## config.mk

```make
export PLATFORM = sky130hd
export DESIGN_NAME = sub_serial_16
export DESIGN_NICKNAME = d
export VERILOG_FILES = /design/src/rtl/sub_serial_16.sv
export SDC_FILE = /design/constraint.sdc
export NUM_CORES = 1
export LEC_CHECK = 0
export CORE_ASPECT_RATIO = 1.2
export CORE_MARGIN = 2
export CORE_UTILIZATION = 52
export CTS_BUF_LIST = sky130_fd_sc_hd__clkbuf_16
export CTS_CLUSTER_SIZE = 24
export DETAILED_ROUTE_END_ITERATION = 12
export PLACE_DENSITY = 0.86
export SLEW_MARGIN = 20
export SYNTH_ARGS = -nofsm -noshare
export SYNTH_HDL_FRONTEND = slang
export SYNTH_SLANG_ARGS = --single-unit
```

## constraint.sdc

```tcl
create_clock -name clk -period 1.6 [get_ports clk]
set_input_delay 0.32 -clock clk [delete_from_list [all_inputs] [get_ports clk]]
set_output_delay 0.32 -clock clk [all_outputs]
set_load 0.01 [all_outputs]
```

## src/rtl/sub_serial_16.sv

```systemverilog
// sub_serial_16: bit-serial two's-complement subtractor, diff = a - b - bin.
// One full-subtractor cell processes one bit per clock, LSB first.
// Ports:
//   clk, rst                 clock and synchronous active-high reset
//   in_valid/in_ready        operand handshake (a, b, bin)
//   out_valid/out_ready      result handshake (diff, bout, ovf)
//   diff                     a - b - bin modulo 2^WIDTH
//   bout                     borrow-out (unsigned a < b + bin)
//   ovf                      signed overflow of the subtraction
module sub_serial_16 #(
  parameter int unsigned WIDTH = 16
) (
  input  logic             clk,
  input  logic             rst,
  input  logic             in_valid,
  output logic             in_ready,
  input  logic [WIDTH-1:0] a,
  input  logic [WIDTH-1:0] b,
  input  logic             bin,
  output logic             out_valid,
  input  logic             out_ready,
  output logic [WIDTH-1:0] diff,
  output logic             bout,
  output logic             ovf
);

  localparam int unsigned CNT_W = (WIDTH > 1) ? $clog2(WIDTH) : 1;

  typedef enum logic [1:0] {
    IDLE = 2'd0,
    RUN  = 2'd1,
    DONE = 2'd2
  } state_t;

  state_t             state_q,     state_d;
  logic [WIDTH-1:0]   a_sh_q,      a_sh_d;
  logic [WIDTH-1:0]   b_sh_q,      b_sh_d;
  logic [WIDTH-1:0]   diff_sh_q,   diff_sh_d;
  logic [WIDTH-1:0]   diff_q,      diff_d;
  logic [CNT_W-1:0]   cnt_q,       cnt_d;
  logic               borrow_q,    borrow_d;
  logic               a_msb_q,     a_msb_d;
  logic               b_msb_q,     b_msb_d;
  logic               bout_q,      bout_d;
  logic               ovf_q,       ovf_d;
  logic               in_ready_q,  in_ready_d;
  logic               out_valid_q, out_valid_d;

  logic               x_bit;
  logic               y_bit;
  logic               d_bit;
  logic               borrow_nxt;

  // Next-state, full-subtractor cell and shift datapath.
  always_comb begin
    state_d     = state_q;
    a_sh_d      = a_sh_q;
    b_sh_d      = b_sh_q;
    diff_sh_d   = diff_sh_q;
    diff_d      = diff_q;
    cnt_d       = cnt_q;
    borrow_d    = borrow_q;
    a_msb_d     = a_msb_q;
    b_msb_d     = b_msb_q;
    bout_d      = bout_q;
    ovf_d       = ovf_q;
    in_ready_d  = in_ready_q;
    out_valid_d = out_valid_q;

    x_bit      = a_sh_q[0];
    y_bit      = b_sh_q[0];
    d_bit      = x_bit ^ y_bit ^ borrow_q;
    borrow_nxt = (~x_bit & y_bit) | (~(x_bit ^ y_bit) & borrow_q);

    unique case (state_q)
      IDLE: begin
        if (in_valid && in_ready_q) begin
          a_sh_d     = a;
          b_sh_d     = b;
          borrow_d   = bin;
          cnt_d      = '0;
          a_msb_d    = a[WIDTH-1];
          b_msb_d    = b[WIDTH-1];
          in_ready_d = 1'b0;
          state_d    = RUN;
        end
      end

      RUN: begin
        a_sh_d    = {1'b0, a_sh_q[WIDTH-1:1]};
        b_sh_d    = {1'b0, b_sh_q[WIDTH-1:1]};
        diff_sh_d = {d_bit, diff_sh_q[WIDTH-1:1]};
        borrow_d  = borrow_nxt;
        cnt_d     = cnt_q + CNT_W'(1);
        // Last bit: publish the result in one step so diff only changes on completion.
        if (cnt_q == CNT_W'(WIDTH - 1)) begin
          diff_d      = {d_bit, diff_sh_q[WIDTH-1:1]};
          bout_d      = borrow_nxt;
          ovf_d       = (a_msb_q ^ b_msb_q) & (a_msb_q ^ d_bit);
          out_valid_d = 1'b1;
          state_d     = DONE;
        end
      end

      DONE: begin
        if (out_ready) begin
          out_valid_d = 1'b0;
          in_ready_d  = 1'b1;
          state_d     = IDLE;
        end
      end

      default: begin
        out_valid_d = 1'b0;
        in_ready_d  = 1'b1;
        state_d     = IDLE;
      end
    endcase
  end

  // State and output registers.
  always_ff @(posedge clk) begin
    if (rst) begin
      state_q     <= IDLE;
      a_sh_q      <= '0;
      b_sh_q      <= '0;
      diff_sh_q   <= '0;
      diff_q      <= '0;
      cnt_q       <= '0;
      borrow_q    <= 1'b0;
      a_msb_q     <= 1'b0;
      b_msb_q     <= 1'b0;
      bout_q      <= 1'b0;
      ovf_q       <= 1'b0;
      in_ready_q  <= 1'b1;
      out_valid_q <= 1'b0;
    end else begin
      state_q     <= state_d;
      a_sh_q      <= a_sh_d;
      b_sh_q      <= b_sh_d;
      diff_sh_q   <= diff_sh_d;
      diff_q      <= diff_d;
      cnt_q       <= cnt_d;
      borrow_q    <= borrow_d;
      a_msb_q     <= a_msb_d;
      b_msb_q     <= b_msb_d;
      bout_q      <= bout_d;
      ovf_q       <= ovf_d;
      in_ready_q  <= in_ready_d;
      out_valid_q <= out_valid_d;
    end
  end

  assign in_ready  = in_ready_q;
  assign out_valid = out_valid_q;
  assign diff      = diff_q;
  assign bout      = bout_q;
  assign ovf       = ovf_q;

endmodule

```

==> results of run 1 <==
cell type report:
type,instances,area (um2)
tap,82,102.6
timing repair buffer,75,763.2
sequential,76,1523
multi-input combinational,241,1463
fill,494,1808
clock buffer,9,225.2
inverter,2,7.507
clock inverter,6,81.33
kinds of logic (layout without fill, tap and decap cells):
| group | count (synthesis) | count (layout) | synth area share |
|---|---|---|---|
| AO/OA/AOI/OAI | 105 | 105 | 0.2084 |
| flip-flops | 76 | 76 | 0.4799 |
| AND/OR/NAND/NOR | 104 | 104 | 0.1437 |
| multiplexers | 30 | 30 | 0.09471 |
| buffers and inverters | 35 | 92 | 0.06314 |
| adder cells (fa/ha/maj) | 2 | 2 | 0.01026 |
worst reg2reg max path, cell delays in order, from the launching register on:
cell      delay, ns
dfxtp_1        0.36
inv_1          0.08
fa_2           0.59
and3b_1        0.16
a21oi_1        0.05
a211oi_2       0.21
flip-flops by register name, summed over array words and instances, names as in the netlist:
name,cells
a_sh_q,16
diff_sh_q,15
state_q,2
a_msb_q,1
cnt_q,4
bout,1
b_sh_q,16
borrow_q,1
in_ready,1
ovf,1
out_valid,1
diff,16
b_msb_q,1
placed cells by master, fill, tap and decap left out, types with 2 or more instances in the layout:
master and count:
bufinv_16 2, clkinv_2 2, buf_4 14, a211oi_1 3
clkbuf_16 9, mux2i_1 30, inv_1 3, nand3_1 19
nor2_1 36, a221oi_1 30, a21oi_1 46, o21ai_0 21
nand2_1 38, buf_12 5, clkdlybuf4s50_1 54, dfxtp_1 75
Yosys cell counts (2+ instances only):
master     n
dfxtp_1   76
buf_8      2
buf_2     12
buf_4      2
inv_1      2
nand3_1   19
a221oi_1  30
mux2i_1   30
nor2_1    37
nand2_1   38
nand2b_1   2
clkbuf_1  13
a21oi_1   46
o21ai_0   21
buf_6      3
a211oi_1   4
per-stage QoR:
stage,instance area (um2),hold WS (ns),total power [mW],setup TNS (ns)
after floorplan,3171,0.4366,2.550,0
after global placement,3847,0.4435,2.748,-0.2651
after detailed placement,3847,0.4563,2.769,-0.4778
after CTS,4155,0.4472,4.847,0
after global routing,4165,0.4863,5.006,0
final,4165,0.4510,4.836,0
path summary, 6_finish.rpt:
| kind | slack (ns) | startpoint | endpoint | depth (start not counted) |
|---|---|---|---|---|
| max reg2reg | 0.09 | b_sh_q[0] | ovf | 5 |
| min reg2reg | 0.46 | out_valid | out_valid | 2 |
| min | 0.45 | rst | diff_sh_q[2] | 2 |
| max | 0.04 | diff[3] | diff[3] | 1 |
power groups by stage:
stage               clock [mW]  sequential, mW  combinational [mW]
floorplan                    0            2.10               0.451
global placement             0            2.11               0.637
detailed placement           0            2.12               0.652
CTS                       2.11            2.08               0.662
global route              2.18            2.09               0.734
finish                    2.09            2.08               0.668
per-layer routing:
metal,GRT usage,part of all wire,vias to the layer above
li1,-,-,1371
met1,0.2747,0.42,1289
met2,0.3858,0.51,86
met3,0.03382,0.046,15
met4,0.1132,0.020,0
met5,0,0,-
timing repair:
item                                    4_1_cts  5_1_grt
resized for setup                             1        3
pin swaps                                     0        0
endpoints found under the setup margin        1        2
==> run metrics, run 1 <==
post-synthesis sequential area ratio=0.4799; Max VDD drop=646.4 uV; DP Worst Slack=-0.05229 ns; status=complete, no violations; buffer depth of the longest clock path=2; Final Wtd Congestion=0.7844; largest net degree at the start of global routing=33; via count=2761; final worst slack=0.03731 ns; Slew @ Worst Pin=0.4884 ns; synthesized net count=391; minimum clock period=1.563 ns; crit path max-delay cell type=clkdlybuf4s50_1; Remaining DRCs=0; global-route wire length before repair=11610 um; H-Tree Depth=3; fmax=639.9 MHz; sw frac=0.2387; Ports=57; sequential fraction of design power=0.430; buffer count from post-CTS setup fixing=0; Worst Skew=0.006919 ns; hold crit path type=primary input to register; top cells by area, synth=dfxtp_1 (48%), mux2i_1 (9.5%), a221oi_1 (8.3%); Slew Limit Fails=0; Worst Path Required=1.28 ns; WL/cell=14.73 um; # hold bufs at CTS=0; Logic pwr share=0.138; Inserted Diodes=0; share of layout cells above drive strength 1=0.1051; Crit path max-delay family=buffers and inverters; total core area=0.005973 mm2; flops & latches, synth=76; Post-Syn Area=0.003171 mm2; Static Leak=1.618 nW; Initial Utilization=0.5308; Total GRT Usage=0.2263; Nets=444; Final Hold Viols=0; worst-path maximum fanout=2; clock slew at reported path FFs=0.06 ns; die area=0.006740 mm2; vias per inst=5.623; Routed Antenna Nets=0; Cell Chain, Critical Path=clkdlybuf4s50_1; ys flop type=dfxtp_1; switching power total=1.155 mW; root buf cell=clkbuf_16; GR Overflow Total=0; dominant cell type by area after synthesis=dfxtp_1; Post-synth EDFFs=0; Syn Inst Count=352; Final setup viols=0; initial antenna violation count=0; MaxCap Viol Count=0; WP data arrival=1.24 ns; Pre-antenna DRT Iters=5; Setup crit start kind=register; Critical path buffers and inverters=1; P_int=3.682 mW; Slew HR=0.6744; Final Cycle Share=0.9767; CTS Buf Count=9; CTS sink cnt=76; placed cells=476; Yosys top cell area share=0.4799; WS Path Type=register to primary output; ys async rst share=0; Pwr Density=1161 mW/mm2; vias in the first global route=2579; Slowest Stage Delay on Critical Path=0.58 ns; Syn-to-layout area delta=31.37%; Syn Area/Cell=9.007 um2; synth warn=0; DPL Wire Length=4721 um; FP Rows=31; clock share of power=0.432; Worst-Skew Late Latency=0.33 ns; Yosys cell types=31; die height=89.54 um; TritonCTS clock tree=built; final wirelength=7230 um; die width=75.28 um; Port Buffers=56; final std cells w/o fill=491; DRC violation total after the first TritonRoute iteration=218; crit end category=primary output; fin util=0.6973; unrepaired setup endpoints after global routing=false
No activity file was read; power rests on OpenSTA's default activity.
==> run 2, diff against run 1 <==
--- a/config.mk
+++ b/config.mk
@@ -6,7 +6,7 @@
 export NUM_CORES = 1
 export LEC_CHECK = 0
 export CORE_ASPECT_RATIO = 1.2
-export CORE_MARGIN = 2
+export CORE_MARGIN = 5
 export CORE_UTILIZATION = 52
 export CTS_BUF_LIST = sky130_fd_sc_hd__clkbuf_16
 export CTS_CLUSTER_SIZE = 24
==> run 2 against run 1 <==
  * Clock-buffer cell count unchanged
  * Non-clock buffer count decreased by 1
  * Worst hold slack improved by 0.0071 ns
  * Wire length increased by 1.2%
  * Die area increased by 15%
  * Clock skew about the same
  * Total power increased by 0.29%
  * Critical endpoint is now ovf
  * Largest cell class unchanged
  * Highest routed layer unchanged
==> run metrics, run 2 (synthesis gave the netlist of run 1 again) <==
Critical path buffers and inverters=1; Slowest Stage Delay on Critical Path=0.56 ns; Slew HR=0.6640; status=complete, no violations; Max VDD drop=990.9 uV; Worst Path Required=1.28 ns; WP data arrival=1.22 ns; crit path max-delay cell type=clkdlybuf4s50_1; placed inst area=0.003877 mm2; worst-path maximum fanout=2; buffer depth of the longest clock path=2; GR Util met3=0.03781; Total Power=4.850 mW; DRC violation total after the first TritonRoute iteration=155; minimum clock period=1.537 ns; Final Cycle Share=0.9603; sequential fraction of design power=0.429; die width=81.28 um; share of layout cells above drive strength 1=0.09559; root buf cell=clkbuf_16; FP Rows=31; die area=0.007765 mm2; Setup crit start kind=register; Final Hold Viols=0; Logic pwr share=0.139; clock share of power=0.432; Crit path max-delay family=buffers and inverters; WS Path Type=register to primary output; final wirelength=7316 um; unrepaired setup endpoints after global routing=false; WL/cell=14.93 um; leading cell type in the layout, fill and taps excluded=dfxtp_1; buffer count from post-CTS setup fixing=0; hold crit path type=register to register; Cell Chain, Critical Path=clkdlybuf4s50_1; Inserted Diodes=0; gr busiest metal=met2; fmax=650.8 MHz; Pwr Density=1160 mW/mm2; Syn-to-layout area delta=31.93%; sw frac=0.2393; global-route wire length before repair=11760 um; die height=95.54 um; Port Buffers=56; GR Overflow Total=0; grt met1 use=0.2368; Final setup viols=0; flop-to-flop setup slack=0.07 ns; most frequent cells in the layout=dfxtp_1 (76), clkdlybuf4s50_1 (54), a21oi_1 (46); Remaining DRCs=0; fin util=0.7003; Slew Limit Fails=0; via count=2754; Ports=57; Total GRT Usage=0.1947; TritonCTS clock tree=built; Initial Utilization=0.5308; Static Leak=1.622 nW; CTS Buf Count=9; vias per inst=5.620; Worst Skew=0.006673 ns; initial antenna violation count=0; Design Area, Final=0.004183 mm2; Routed Antenna Nets=0; MaxCap Viol Count=0; Pre-antenna DRT Iters=6; largest net degree at the start of global routing=41; clock slew at reported path FFs=0.06 ns; vias in the first global route=2584; Final Wtd Congestion=0.7769; P_int=3.690 mW; Slew @ Worst Pin=0.5040 ns; DPL Wire Length=4715 um; switching power total=1.161 mW; Nets=443; H-Tree Depth=3; crit end category=primary output; total core area=0.005973 mm2; routing usage on met2=0.3315; Worst-Skew Late Latency=0.33 ns; CTS sink cnt=76
-- run 2: final cells by class --
| cell class | instances | area, um2 |
|---|---|---|
| Fill cell | 489 | 1790 |
| Tap cell | 82 | 102.6 |
| Sequential cell | 76 | 1521 |
| Clock buffer | 9 | 225.2 |
| Multi-Input combinational cell | 241 | 1455 |
| Inverter | 2 | 7.507 |
| Clock inverter | 6 | 81.33 |
| Timing Repair Buffer | 74 | 789.5 |
-- run 2: what timing repair did --
item | CTS | global route
hold buffers | 0 | 0
resized for setup | 1 | 0
endpoints found under the setup margin | 1 | 0
-- run 2: metrics by stage --
step / std cells / setup TNS [ns] / setup slack, ns / hold slack, ns
after floorplan: 352 / 0 / 0.2370 / 0.4366
after global placement: 475 / 0 / 0.01461 / 0.4425
after detailed placement: 475 / -1.466 / -0.1115 / 0.4486
after CTS: 490 / 0 / 0.05130 / 0.4571
after global routing: 490 / 0 / 0.005182 / 0.4806
final: 490 / 0 / 0.06344 / 0.4581
-- run 2: tightest hold or removal path, cell delays in order (launching register included) --
cell and delay, ns:
dfxtp_1 0.31, nand2_1 0.05, a21oi_1 0.05
-- run 2: final timing paths --
check                 start         to  cells after the start
setup / recovery        ovf        ovf                      1
hold / removal    out_valid  out_valid                      2
setup reg to reg  b_sh_q[0]        ovf                      5
hold reg to reg   out_valid  out_valid                      2
-- run 2: power by group through the flow --
| stage | Clock, mW | Combinational (mW) | Sequential [mW] |
|---|---|---|---|
| finish | 2.09 | 0.677 | 2.08 |
| global route | 2.22 | 0.737 | 2.10 |
| CTS | 2.11 | 0.681 | 2.08 |
| detailed placement | 0 | 0.675 | 2.12 |
| global placement | 0 | 0.651 | 2.11 |
| floorplan | 0 | 0.451 | 2.10 |
-- run 2: layer usage --
| metal | wire length [um] | up-vias |
|---|---|---|
| met1 | 3141 | 1313 |
| met3 | 354 | 9 |
| met5 | 0 | - |
| li1 | - | 1367 |
| met2 | 3701 | 65 |
| met4 | 118 | 0 |
